### config.mk
export PLATFORM = sky130hd
export DESIGN_NAME = dt_res_stream
export DESIGN_NICKNAME = d
export VERILOG_FILES = /design/src/rtl/dt_pkg.sv /design/src/rtl/dt_skid_fifo.sv /design/src/rtl/dt_res_stream.sv
export SDC_FILE = /design/constraint.sdc
export NUM_CORES = 1
export LEC_CHECK = 0
export CAP_MARGIN = 20
export CORE_MARGIN = 5
export CORE_UTILIZATION = 48
export DETAILED_ROUTE_END_ITERATION = 6
export GPL_ROUTABILITY_DRIVEN = 0
export PLACE_DENSITY = 0.8
export SYNTH_ARGS = -nofsm -noshare
export SYNTH_HDL_FRONTEND = slang
export SYNTH_SLANG_ARGS = --single-unit
### constraint.sdc
create_clock -name clk -period 3.9 [get_ports clk]
set_input_delay 0.39 -clock clk [delete_from_list [all_inputs] [get_ports clk]]
set_output_delay 0.39 -clock clk [all_outputs]
set_load 0.01 [all_outputs]
### src/rtl/dt_pkg.sv
// ---------------------------------------------------------------------------
// dt_pkg
// Shared definitions for the distance-map result streamer.
//   IMG_W / ADDR_W / DATA_W : image geometry and RAM/pixel widths
//   PIX_COUNT / LAST_ADDR   : frame size and final raster address
//   dt_state_t              : streamer control states
//   dt_beat_t               : one FIFO entry {last, data}
//   max_u                   : unsigned maximum helper for the statistics path
// Optional feature macro used by dt_res_stream: DT_STREAM_STATS_EN
// ---------------------------------------------------------------------------
package dt_pkg;

    localparam int IMG_W     = 128;
    localparam int ADDR_W    = 14;
    localparam int DATA_W    = 8;
    localparam int PIX_COUNT = IMG_W * IMG_W;

    localparam logic [ADDR_W-1:0] LAST_ADDR = ADDR_W'(PIX_COUNT - 1);

    typedef enum logic [1:0] {
        S_IDLE,
        S_READ,
        S_DRAIN,
        S_DONE
    } dt_state_t;

    typedef struct packed {
        logic              last;
        logic [DATA_W-1:0] data;
    } dt_beat_t;

    function automatic logic [DATA_W-1:0] max_u(input logic [DATA_W-1:0] a,
                                                 input logic [DATA_W-1:0] b);
        return (a > b) ? a : b;
    endfunction

endpackage

### src/rtl/dt_skid_fifo.sv
// ---------------------------------------------------------------------------
// dt_skid_fifo
// Two-entry FIFO holding {last, data} beats between the result RAM and the
// output stream. Push and pop may happen in the same cycle; a push into a
// full FIFO is only accepted when a pop frees a slot in that same cycle.
// Ports:
//   clk, rst   : clock, asynchronous active-low reset (empties the FIFO)
//   push       : write push_beat this cycle
//   push_beat  : beat to store
//   pop        : remove the head beat this cycle
//   head       : current head beat
//   count      : number of stored beats (0..2)
//   full/empty : occupancy flags
// ---------------------------------------------------------------------------
module dt_skid_fifo
    import dt_pkg::*;
(
    input  logic       clk,
    input  logic       rst,
    input  logic       push,
    input  dt_beat_t   push_beat,
    input  logic       pop,
    output dt_beat_t   head,
    output logic [1:0] count,
    output logic       full,
    output logic       empty
);

    dt_beat_t slot0;
    dt_beat_t slot1;
    logic     wr_ptr;
    logic     rd_ptr;
    logic     do_push;
    logic     do_pop;

    assign empty   = (count == 2'd0);
    assign full    = (count == 2'd2);
    assign do_pop  = pop && !empty;
    assign do_push = push && (!full || do_pop);
    assign head    = rd_ptr ? slot1 : slot0;

    // Storage and pointers; slots are cleared on reset so the head reads 0.
    always_ff @(posedge clk or negedge rst) begin
        if (!rst) begin
            slot0  <= '0;
            slot1  <= '0;
            wr_ptr <= 1'b0;
            rd_ptr <= 1'b0;
            count  <= 2'd0;
        end else begin
            if (do_push) begin
                if (wr_ptr) begin
                    slot1 <= push_beat;
                end else begin
                    slot0 <= push_beat;
                end
                wr_ptr <= ~wr_ptr;
            end
            if (do_pop) begin
                rd_ptr <= ~rd_ptr;
            end
            case ({do_push, do_pop})
                2'b10:   count <= count + 2'd1;
                2'b01:   count <= count - 2'd1;
                default: count <= count;
            endcase
        end
    end

endmodule

### src/rtl/dt_res_stream.sv
// ---------------------------------------------------------------------------
// dt_res_stream
// After the distance transform finishes, reads the IMG_W x IMG_W distance map
// from the result RAM in raster order and streams it on a valid/ready port.
// Ports:
//   clk, rst            : clock, asynchronous active-low reset
//   start               : one-cycle pulse that begins a full-frame readout
//   res_rd, res_addr    : RAM read request (data returns one cycle later)
//   res_di              : RAM read data
//   out_valid/out_ready : stream handshake, beat transfers on valid & ready
//   out_data, out_last  : pixel value, marker on the final raster pixel
//   busy                : frame in progress
//   finish              : one-cycle pulse after the final beat is accepted
//   max_dist, fg_count  : frame maximum and nonzero-pixel count
// Optional feature: define DT_STREAM_STATS_EN to build the statistics logic;
// without it max_dist and fg_count are tied to zero.
// ---------------------------------------------------------------------------
module dt_res_stream
    import dt_pkg::*;
(
    input  logic              clk,
    input  logic              rst,
    input  logic              start,
    output logic              res_rd,
    output logic [ADDR_W-1:0] res_addr,
    input  logic [DATA_W-1:0] res_di,
    output logic              out_valid,
    input  logic              out_ready,
    output logic [DATA_W-1:0] out_data,
    output logic              out_last,
    output logic              busy,
    output logic              finish,
    output logic [DATA_W-1:0] max_dist,
    output logic [ADDR_W:0]   fg_count
);

    dt_state_t   state;
    dt_state_t   state_nxt;
    logic [ADDR_W-1:0] addr;
    logic        inflight;
    logic        inflight_last;
    logic        start_accept;
    logic        pop;
    logic [2:0]  pending;
    dt_beat_t    push_beat;
    dt_beat_t    fifo_head;
    logic [1:0]  fifo_count;
    logic        fifo_full;
    logic        fifo_empty;

    assign start_accept = (state == S_IDLE) && start;
    assign out_valid    = !fifo_empty;
    assign pop          = out_valid && out_ready;
    assign out_data     = fifo_head.data;
    assign out_last     = fifo_head.last;
    assign res_addr     = addr;
    assign push_beat    = '{last: inflight_last, data: res_di};

    // Slots that will still be occupied after this cycle: stored beats plus
    // the read in flight, minus the beat leaving now. Counting the departing
    // beat as free is what lets the stream sustain one beat per cycle.
    assign pending = 3'(fifo_count) + 3'(inflight) - 3'(pop);

    // State register.
    always_ff @(posedge clk or negedge rst) begin
        if (!rst) begin
            state <= S_IDLE;
        end else begin
            state <= state_nxt;
        end
    end

    // Next-state logic. Start is only honoured in IDLE, so pulses while busy
    // or in the DONE cycle fall through. DRAIN ends in the cycle the final
    // beat leaves, giving finish exactly one cycle after that handshake.
    always_comb begin
        state_nxt = state;
        case (state)
            S_IDLE: begin
                if (start) begin
                    state_nxt = S_READ;
                end
            end
            S_READ: begin
                if (res_rd && (addr == LAST_ADDR)) begin
                    state_nxt = S_DRAIN;
                end
            end
            S_DRAIN: begin
                if (!inflight && (fifo_empty || ((fifo_count == 2'd1) && pop))) begin
                    state_nxt = S_DONE;
                end
            end
            S_DONE: begin
                state_nxt = S_IDLE;
            end
            default: begin
                state_nxt = S_IDLE;
            end
        endcase
    end

    // Outputs decoded from state and FIFO credit.
    always_comb begin
        res_rd = 1'b0;
        busy   = 1'b0;
        finish = 1'b0;
        if (state == S_READ) begin
            res_rd = (pending < 3'd2);
        end
        busy   = (state != S_IDLE);
        finish = (state == S_DONE);
    end

    // Raster address counter; parks at LAST_ADDR once the final read issues.
    always_ff @(posedge clk or negedge rst) begin
        if (!rst) begin
            addr <= '0;
        end else if (start_accept) begin
            addr <= '0;
        end else if (res_rd && (addr != LAST_ADDR)) begin
            addr <= addr + 1'b1;
        end
    end

    // One-cycle RAM latency tracker; the last flag rides with the read.
    always_ff @(posedge clk or negedge rst) begin
        if (!rst) begin
            inflight      <= 1'b0;
            inflight_last <= 1'b0;
        end else begin
            inflight      <= res_rd;
            inflight_last <= res_rd && (addr == LAST_ADDR);
        end
    end

    dt_skid_fifo u_fifo (
        .clk       (clk),
        .rst       (rst),
        .push      (inflight),
        .push_beat (push_beat),
        .pop       (pop),
        .head      (fifo_head),
        .count     (fifo_count),
        .full      (fifo_full),
        .empty     (fifo_empty)
    );

`ifdef DT_STREAM_STATS_EN
    // Frame statistics: cleared by an accepted start, updated per accepted
    // beat, and left holding their values once the frame is finished.
    always_ff @(posedge clk or negedge rst) begin
        if (!rst) begin
            max_dist <= '0;
            fg_count <= '0;
        end else if (start_accept) begin
            max_dist <= '0;
            fg_count <= '0;
        end else if (pop) begin
            max_dist <= max_u(max_dist, fifo_head.data);
            fg_count <= fg_count + {{ADDR_W{1'b0}}, (fifo_head.data != '0)};
        end
    end
`else
    assign max_dist = '0;
    assign fg_count = '0;
`endif

endmodule

# Word-level counts from Yosys, hierarchy flattened
# Index checks and enable logic that the tools add are counted.
# W data, S select, Z words.
# classes
bitwise	2
n_mux	9
eq_ne	12
order_cmp	1
add_sub_neg	5
reduce_logical	21
# op_table
op	count
$mux W14	2
$add A14 B1 Y14 const B	1
$eq A14 B14 Y1 const B	1
$ne A14 B14 Y1 const B	1
$mux W9	1
$eq A2 B2 Y1 const B	4
$logic_and A1 B1 Y1	8
$pmux W2 S4	1
$eq A2 B1 Y1 const B	3
$mux W2	3
$ne A2 B2 Y1 const B	3
$reduce_bool A2 Y1	3
$logic_not A2 Y1	2
$pmux W2 S2	1
$reduce_and A2 Y1	2
$add A2 B1 Y3	1
$logic_not A1 Y1	3
$lt A3 B2 Y1 const B	1
$reduce_and A3 Y1	1
$sub A3 B1 Y3	1
$add A2 B1 Y2 const B	1
$logic_or A1 B1 Y1	2
$not A1 Y1	2
$sub A2 B1 Y2 const B	1
$mux W1	1
# word_totals
output_inout_bits	50
wordCells	61
ff_bits	40
inputBits	12

# Depth between registers and ports, before layout
# depth
depth_word	9
depth_mapped	12
ltp_nobuf	12

# Modules after synthesis
# From an unflattened synthesis, not the netlist that was laid out.
# unflattened
hier_cells	210
area_unflattened_um2	2294.7
# modules_own_cells
mod	seq_area_each_um2	area_per_inst_um2	n_inst	cells_per_inst
dt_res_stream	450.4	1305.0	1	144
dt_skid_fifo	550.5	989.7	1	66

# Worst setup path before layout
# Ideal clock, no wire load.
# synth_path
path_kind	register to register
startpoint	register u_fifo.count[1]
endpoint	register addr[11] (netlist: res_addr[11])
period_less_slack_ps	2827
stages_incl_launch_ff	13
n_path_buf	0
t_required_ps	3823
arrival_ps	2750
slack_ps	1073
setup_time_ps	77
path_cell_list	dfrtp_1 > inv_1 > ha_1 > nand2b_1 > inv_1 > ha_1 > nand2b_1 > fa_1 > nand2_1 > and4bb_4 > o211ai_4 > or3_1 > a21oi_1
# synth_via
elab_chain_len	8
elab_cells_between_ends	9
cone_classes	2 x add/sub; 1 x order compare; 1 x mux; 5 x reduce/logical
# synth_rtl
element	line_no	source
start: declaration	dt_skid_fifo.sv:24	output logic [1:0] count,
start signal: assignment	dt_skid_fifo.sv:63	2'b10: count <= count + 2'd1;
start signal: assignment	dt_skid_fifo.sv:64	2'b01: count <= count - 2'd1;
start signal: assignment	dt_skid_fifo.sv:65	default: count <= count;
parallel branches: the longest is 3 deep, another holds $add A2 B1 Y3	n/a	
$sub A3 B1 Y3 *	dt_res_stream.sv:62	assign pending = 3'(fifo_count) + 3'(inflight) - 3'(pop);
$lt A3 B2 Y1 *	dt_res_stream.sv:109	res_rd = (pending < 3'd2);
$mux W1 *	dt_res_stream.sv:108	if (state == S_READ) begin
$logic_and A1 B1 Y1 *	dt_res_stream.sv:121	end else if (res_rd && (addr != LAST_ADDR)) begin
$reduce_bool A2 Y1 (no line) *	n/a	
end signal: assignment	dt_res_stream.sv:122	addr <= addr + 1'b1;
end: declaration	dt_res_stream.sv:39	logic [ADDR_W-1:0] addr;
# Mark *: on every way between the ends.
# A chain may end at the register's enable or synchronous reset.

# Worst setup path in the final report
# layout_path
startpoint	register u_fifo.count[1]
endpoint	output res_rd
# layout_via
elab_chain_len	6
elab_cells_between_ends	7
cone_classes	2 x add/sub; 1 x order compare; 1 x mux; 3 x reduce/logical
# layout_rtl
element	line_no	source
parallel branches: the longest is 3 deep, another holds $add A2 B1 Y3	n/a	
$sub A3 B1 Y3 *	dt_res_stream.sv:62	
$lt A3 B2 Y1 *	dt_res_stream.sv:109	
$mux W1 *	dt_res_stream.sv:108	
end: declaration	dt_res_stream.sv:24	output logic res_rd,
# Marked as above.

==> out/results.tsv <==
metric	value	unit
worstSetupPathType	reg -> out	
p_leak	1.23	nW
clock_latency	0.30	ns
grt_pass1_vias	1504	
h-tree-depth	2	
final_cells	289	
path_clk_slew	0.09	ns
wl	4020	um
globalRouteTotalUtil	14.2	%
hpwl	2910	um
p_per_area	714	nW/um^2
numClockSinks	40	
cts_tree	yes	
utilization	60.8	%
fmax	0.281	GHz
dr.pass1.iters	4	
post_drt_wl_per_cell	13.9	um
status	finished, final reports clean	
boundaryPins	62	
rsz0062_at_grt	false	
port_buffers	38	
die_area	6130	um^2
netlist_area	2240	um^2
slew_violations	0	
r2r_slack	0.88	ns
synth_warnings	0	
syn2layout_area_growth	20.6	%
postSynthCellCount	195	
worst_slew_pin_slew	0.879	ns
postCtsHoldBufs	0	
dp_cells	281	
die_w	78.3	um
switching_power	0.000654	W
dr_total_vias	1438	
postCtsSetupBuffers	0	
cts_made_buffers	5	
ys_seq_area_share	44.7	%
r2r-start	u_fifo.count[1]$_DFFE_PN0P_	
synth_area_per_cell	11.5	um^2
grt_pass1_wl	6980	um
rr_endpoint	res_addr[11]$_DFFE_PN0P_	
grt.overflow.total	0	
route.detailed.drc	0	
setup_tns	0	ns
crit_path_max_fanout	5	
grt_max_degree	41	
switching_share	33.9	%
synth-seq-cells	40	
cts-root-buf	clkbuf_8	
initial_core_util	50.4	%
timing.final.crit_share	91.3	%
drtAntennaViolNets	0	
die_y	78.3	um
cts_buffer_depth	2	
final_nets	260	
synthAdderAreaFrac	7.04	%
relSlewSlack	41.4	%
drive_above_1_share	19.0	%
cell_internal_pwr	0.00127	W
core_area	4440	um^2
vdd_ir_drop_max	540	uV
antenna_found_initial	0	
cp.arrival	3.17	ns
synth_xor_xnor_area_share	5.87	%
synth_mux_area_share	15.0	%
synth_top_family_by_area	multiplexers	
setup.worst_path.end_class	primary output	
synthSimpleGateAreaFrac	12.2	%
startpoint_type	flop	
rows	24	
fin_crit	3.56	ns
synth_compound_area_share	5.53	%
via_per_inst	4.98	
antenna_cells	0	
yosysUniqueCellTypes	39	
p_clk_share	18.4	%
p_comb_share	46.3	%
r2r_cells	12	
setup_viol	0	
min_path_type	in -> async	
fin_skew	0.0134	ns
pwr-share-seq	35.3	%
post_cts_resize_count	0	
cap_violations	0	
cp.required	3.51	ns
drtIter0Drc	40	
fill_cells	380	
hold_violations	0	
==> per-layer routing <==
metal,track usage [%],vias up,routed length (um)
met1,17.7,687,1880
met2,23.6,42,1860
met5,0,-,0
met3,4.81,5,229
li1,-,704,-
met4,3.67,0,42
==> cell usage after synthesis (all sizes together) <==
| master | n | area (um^2) |
|---|---|---|
| nand2b | 3 | 18.8 |
| buf | 24 | 176 |
| ha | 11 | 138 |
| dfrtp | 40 | 1000 |
| nor2 | 16 | 67.6 |
| nand3 | 4 | 25.0 |
| fa | 1 | 20.0 |
| nand4 | 3 | 33.8 |
| or3 | 1 | 6.26 |
| xor2 | 11 | 96.3 |
| a2bb2oi | 1 | 8.76 |
| a21oi | 2 | 10.0 |
| inv | 8 | 30.0 |
| o21ai | 5 | 28.8 |
| clkbuf | 2 | 7.51 |
| xnor2 | 4 | 35.0 |
| and4bb | 1 | 16.3 |
| a211oi | 1 | 7.51 |
| o2111ai | 1 | 8.76 |
| a32oi | 1 | 8.76 |
| and4 | 1 | 11.3 |
| mux2i | 2 | 20.0 |
| conb | 1 | 3.75 |
| and3 | 4 | 25.0 |
| o211ai | 5 | 51.3 |
| nor3 | 2 | 15.0 |
| and2 | 3 | 20.0 |
| mux2 | 28 | 315 |
| nand2 | 9 | 33.8 |
==> worst max-delay path: stages, from the launching register on <==
cell	delay, ns
dfrtp_1	0.45
inv_1	0.09
ha_1	0.21
nand2b_1	0.19
inv_1	0.09
ha_1	0.22
nand2b_1	0.15
fa_1	0.51
nand2_1	0.10
nor2_1	0.26
clkdlybuf4s50_1	0.61
==> layout by cell type, fill, tap and decap left out, types with 2 or more instances in the layout <==
cell,synthesis,layout
and2_1,2,2
mux2_2,27,27
ha_1,11,11
xor2_1,11,11
a21oi_1,2,2
mux2i_1,2,2
nand2b_1,3,3
nand4_1,2,2
nand2_1,9,9
clkdlybuf4s50_1,0,37
o211ai_1,4,4
conb_1,1,23
nor2_1,15,15
xnor2_1,4,4
o21ai_0,3,3
nand3_1,3,3
clkbuf_8,0,6
inv_1,8,8
and3_1,4,4
dfrtp_1,40,40
==> metrics by stage <==
stage	worst slack, ns	area, um^2	power, W	hold WS (ns)
3_3_place_gp	0.650	2580	0.00156	0.482
3_5_place_dp	0.617	2580	0.00158	0.487
2_1_floorplan	1.07	2320	0.00125	0.0944
6_report	0.340	2700	0.00193	0.205
4_1_cts	0.322	2700	0.00195	0.233
5_1_grt	0.115	2700	0.00207	0.294
==> cell type report <==
cell class	count	area, um^2	area share [%]
inverter	8	30.0	1.11
multi-input combinational	143	1110	41.0
tap	52	65.1	2.41
sequential	40	1000	37.1
timing repair buffer	38	375	13.9
clock inverter	2	38.8	1.44
clock buffer	6	82.6	3.06
==> flip-flops by register name, summed over array words and instances (netlist names) <==
| name | cells |
|---|---|
| res_addr | 14 |
| u_fifo.count | 2 |
| u_fifo.slot1 | 9 |
| inflight_last | 1 |
| u_fifo.rd_ptr | 1 |
| u_fifo.slot0 | 9 |
| state | 2 |
| u_fifo.wr_ptr | 1 |
| inflight | 1 |
==> power groups by stage <==
stage | combinational [W] | sequential, W | clock, W
global placement | 0.000877 | 0.000684 | 0
global route | 0.000981 | 0.000705 | 0.000382
CTS | 0.000903 | 0.000684 | 0.000365
finish | 0.000893 | 0.000682 | 0.000354
floorplan | 0.000594 | 0.000659 | 0
detailed placement | 0.000894 | 0.000691 | 0
==> logic make-up after synthesis <==
family          Yosys count
fa+ha+maj                12
xor+xnor                 15
other cells               1
compound gates           16
simple gates             47
flops                    40
buf+inv                  34
mux                      30
==> worst max-delay path by stage <==
stage	from	to	slack, ns	depth (start not counted)
floorplan	u_fifo.count[1]$_DFFE_PN0P_	res_addr[11]$_DFFE_PN0P_	1.07	12
global placement	out_ready	res_rd	0.65	9
detailed placement	out_ready	res_rd	0.62	9
CTS	u_fifo.count[1]$_DFFE_PN0P_	res_rd	0.32	10
global route	u_fifo.count[1]$_DFFE_PN0P_	res_rd	0.12	10
finish	u_fifo.count[1]$_DFFE_PN0P_	res_rd	0.34	10
Note: power is estimated with default switching activity, not from simulation.
